File: src/rtl/fifo_read_serializer.sv
// Read-side controller for the parallel FIFO: pops PAR_READ-element words and
// replays them one SIZE-bit element per beat, draining cfg_len elements per job.
module fifo_read_serializer #(
    parameter int SIZE     = 2,
    parameter int PAR_READ = 3,
    parameter int LEN_W    = 8
) (
    input  logic                     clk,
    input  logic                     rst,
    input  logic                     clear,
    input  logic                     start,
    input  logic [LEN_W-1:0]         cfg_len,
    input  logic [PAR_READ*SIZE-1:0] fifo_dout,
    input  logic                     fifo_valid,
    output logic                     fifo_ren,
    output logic [SIZE-1:0]          out_data,
    output logic                     out_valid,
    input  logic                     out_ready,
    output logic                     busy,
    output logic                     done
);

    localparam int IDX_W = (PAR_READ > 1) ? $clog2(PAR_READ) : 1;
    localparam logic [IDX_W-1:0] IDX_LAST = IDX_W'(PAR_READ - 1);

    typedef enum logic [1:0] {IDLE, FETCH, SHIFT, DONE} state_t;

    state_t                        state, state_nxt;
    logic [PAR_READ-1:0][SIZE-1:0] shreg, shreg_nxt;
    logic [IDX_W-1:0]              idx, idx_nxt;
    logic [LEN_W-1:0]              remaining, rem_nxt;
    logic                          beat;

    // All handshake outputs decode from registered state; clear only gates the pop.
    assign fifo_ren  = (state == FETCH) & fifo_valid & ~clear;
    assign out_valid = (state == SHIFT);
    assign busy      = (state != IDLE);
    assign done      = (state == DONE);
    assign out_data  = out_valid ? shreg[idx] : '0;
    assign beat      = out_valid & out_ready & ~clear;

    always_ff @(posedge clk or posedge rst) begin
        if (rst) begin
            state     <= IDLE;
            shreg     <= '0;
            idx       <= '0;
            remaining <= '0;
        end else begin
            state     <= state_nxt;
            shreg     <= shreg_nxt;
            idx       <= idx_nxt;
            remaining <= rem_nxt;
        end
    end

    always_comb begin
        state_nxt = state;
        shreg_nxt = shreg;
        idx_nxt   = idx;
        rem_nxt   = remaining;
        if (clear) begin
            state_nxt = IDLE;
        end else begin
            unique case (state)
                IDLE: begin
                    if (start) begin
                        rem_nxt   = cfg_len;
                        state_nxt = (cfg_len == '0) ? DONE : FETCH;
                    end
                end
                FETCH: begin
                    if (fifo_ren) begin
                        shreg_nxt = fifo_dout;
                        idx_nxt   = '0;
                        state_nxt = SHIFT;
                    end
                end
                SHIFT: begin
                    if (beat) begin
                        rem_nxt = remaining - 1'b1;
                        idx_nxt = idx + 1'b1;
                        // Tail elements of a partial last word are simply never replayed.
                        if (remaining == LEN_W'(1))
                            state_nxt = DONE;
                        else if (idx == IDX_LAST)
                            state_nxt = FETCH;
                    end
                end
                DONE: state_nxt = IDLE;
                default: state_nxt = IDLE;
            endcase
        end
    end

endmodule

File: config.mk
export PLATFORM = sky130hd
export DESIGN_NAME = fifo_read_serializer
export DESIGN_NICKNAME = d
export VERILOG_FILES = /design/src/rtl/fifo_read_serializer.sv
export SDC_FILE = /design/constraint.sdc
export NUM_CORES = 1
export LEC_CHECK = 0
export ABC_AREA = 1
export CORE_UTILIZATION = 40
export CTS_BUF_LIST = sky130_fd_sc_hd__clkbuf_4 sky130_fd_sc_hd__clkbuf_8 sky130_fd_sc_hd__clkbuf_16
export DETAILED_ROUTE_END_ITERATION = 10
export PLACE_DENSITY = 0.75
export SETUP_SLACK_MARGIN = 0.05
export SLEW_MARGIN = 0
export SYNTH_ARGS = -nofsm -noshare
export SYNTH_HDL_FRONTEND = slang
export SYNTH_SLANG_ARGS = --single-unit
File: constraint.sdc
create_clock -name clk -period 1.2 [get_ports clk]
set_input_delay 0.3 -clock clk [delete_from_list [all_inputs] [get_ports clk]]
set_output_delay 0.3 -clock clk [all_outputs]
set_load 0.01 [all_outputs]
==> results.yml <==
timing:
  final_hold_viol_count: 0
  timing.final.ws_setup_ns: -0.385
  max_slew_margin_pct: 79.7
  fmax_ghz: 0.631
  fin_skew_ns: 0.00235
  fin_worst_hold_slack_ns: 0.310
  tightest_slew_ns: 0.302
  period_needed_ns: 1.59
  drv_slew: 0
  setup_viol: 24
  rsz0062_at_grt: "yes"
  min_period_over_period_pct: 132
status:
  violations: "setup timing"
  status: "complete, but fails checks"
drt:
  wl_per_cell_um: 16.7
  drcViolationCount: 0
  vias: 1470
  drtIter0Drc: 102
  first_pass_iters: 4
  postRouteAntennaNets: 0
  via_per_inst: 5.46
  wl_mm: 4.49
worst_setup_path:
  cp.arrival_ns: 1.29
  worstPathRequired_ns: 0.90
  cpMaxStageDelayCell: "dfrtp_2"
  slowest_delay_ns: 0.45
  end_kind: "primary output"
  worstPathMaxFanout: 3
  timing.critical_path.buf_inv: 3
  path_cells: "buf_6 > nor2_4 > nand3_4 > inv_4 > buf_6"
  crit_path_frequent_cell: "buf_6"
  critical_path_cell_count: 5
  cp-start-kind: "flop"
  reg2reg_depth: 11
  critPathKind: "flop to primary output"
  critPathTopFamily: "flip-flops"
pwr:
  power_frac_comb_pct: 65.3
  clock_power_share_pct: 8.9
  switching_power_uw: 1920
  swShare_pct: 44.0
  power_leakage_uw: 0.00100
  internal-power_uw: 2440
  ir_drop_uv: 1530
  power_uw: 4360
  p_per_area_nw_per_um2: 2060
  pwr-share-seq_pct: 25.8
synth:
  syn_area_per_cell_sq_um: 6.93
  synth_seq_area_share_pct: 38.7
  ys_ff_latch: 18
  syn_area_sq_um: 1160
  netlist_instances: 168
  yosysWarnings: 0
  yosysUniqueCellTypes: 24
  postSynthNetCount: 191
global_routing:
  grt-ovfl-total: 0
  grt_max_degree: 19
  globalRouteTotalUtil_pct: 26.6
  grt_pass1_vias: 1460
  antenna_found_initial: 0
  grt_pass1_wl_mm: 6.51
placed_design:
  dp_cells: 250
  routabilityCongestion: 0.875
  place_ws_ns: -0.647
  portBuffers: 25
  dp_hpwl_mm: 2.18
floorplanning:
  rows: 19
  ios: 26
  core_sq_um: 2760
  die_area_sq_um: 3130
  die_h_um: 56.0
  die_w_um: 56.0
  start_util_pct: 42.2
layout:
  final_cells: 269
  n_fill_cell: 178
  n_antenna_cell: 0
  nets: 262
  layout_common_cells: "nand2_1, buf_4, clkdlybuf4s50_1"
  area_growth_pct: 82.0
  drive_gt1_share_pct: 46.6
  layout_commonest_cell: "nand2_1"
  multi_input_area_sq_um: 817
  fin_util_pct: 76.9
  regArea_sq_um: 453
clock_network:
  cts_sinks: 18
  cts_tree: "done"
  cts_buffers: 3
  insertion_delay_ns: 0.30
  clk_pin_slew_worst_paths_ns: 0.11
  holdBufCountCts: 0
  cts_root_buffer: "clkbuf_4"
  clockBufferDepth: 2
  htreeDepth: 1
min_path:
  hold_path_class: "input pin to asynchronous set/reset pin"
run:
  drv_cap: 0
==> tightest hold or removal path: cells and delay by family <==
kind     cells  cell delay (ns)
buf+inv      3             0.70
==> synth_stat cells, drive strengths merged <==
| master | n | area (sq um) |
|---|---|---|
| nand3 | 17 | 90.1 |
| o211ai | 1 | 12.5 |
| a21oi | 8 | 47.6 |
| o31ai | 1 | 7.51 |
| nand3b | 1 | 7.51 |
| nand2 | 50 | 200 |
| or2 | 1 | 6.26 |
| o21ai | 16 | 83.8 |
| ha | 3 | 37.5 |
| o22ai | 1 | 6.26 |
| xor2 | 1 | 8.76 |
| inv | 26 | 97.6 |
| dfrtp | 18 | 450 |
| nor2 | 21 | 86.3 |
| clkinv | 1 | 3.75 |
| buf | 2 | 18.8 |
==> power by group through the flow <==
| stage | Sequential (uW) | Combinational [uW] | Clock (uW) |
|---|---|---|---|
| floorplan | 1030 | 1080 | 0 |
| global placement | 1070 | 1800 | 0 |
| detailed placement | 1070 | 1870 | 0 |
| CTS | 1070 | 2350 | 391 |
| global route | 1140 | 3050 | 421 |
| finish | 1120 | 2850 | 388 |
==> per-layer routing <==
metal	part of all wire [%]	track usage (%)	wire length, um
met5	0	0	0
met4	3.5	12.5	159
met3	5.3	3.72	237
met2	51	47.1	2290
met1	40	31.5	1800
==> sequential cells by signal (all words and copies together) (netlist names) <==
| register | cells |
|---|---|
| shreg | 6 |
| state | 2 |
| remaining | 8 |
| idx | 2 |
==> final timing paths <==
check	from	endpoint	slack, ns
min in group clk	shreg[2]	shreg[2]	0.50
setup / recovery	state[1]	fifo_ren	-0.39
setup reg to reg	state[0]	remaining[6]	-0.32
hold reg to reg	shreg[2]	shreg[2]	0.50
hold / removal	rst	shreg[5]	0.31
max in group asynchronous	rst	state[1]	0.68
==> final cells by class <==
type | count | area share (%)
tap | 31 | 1.83
clock buffer | 4 | 1.71
sequential | 18 | 21.4
multi-input combinational | 121 | 38.5
inverter | 27 | 5.49
timing repair buffer | 68 | 31.1
==> cells by family (layout without fill, tap and decap cells) <==
logic type / Yosys count / count (layout) / share of synthesized area, %
adder cells (fa/ha/maj): 3 / 3 / 3.22
AND/OR/NAND/NOR: 90 / 90 / 33.5
buffers and inverters: 29 / 99 / 10.3
AO/OA/AOI/OAI: 27 / 27 / 13.5
flip-flops: 18 / 18 / 38.7
XOR/XNOR: 1 / 1 / 0.752
==> what timing repair did <==
action | 4_1_cts | 5_1_grt
gates resized for setup | 76 | 38
gates cloned | 1 | 0
pin swaps | 13 | 15
setup endpoints to repair | 18 | 24
setup buffers | 13 | 7
==> per-stage QoR <==
| stage | cell area, sq um | setup TNS, ns |
|---|---|---|
| final | 2120 | -5.90 |
| after global routing | 2120 | -7.07 |
| after CTS | 1970 | -4.30 |
| after detailed placement | 1680 | -7.59 |
| after global placement | 1680 | -7.01 |
| after floorplan | 1190 | 0 |
(Power assumes the default switching activity.)
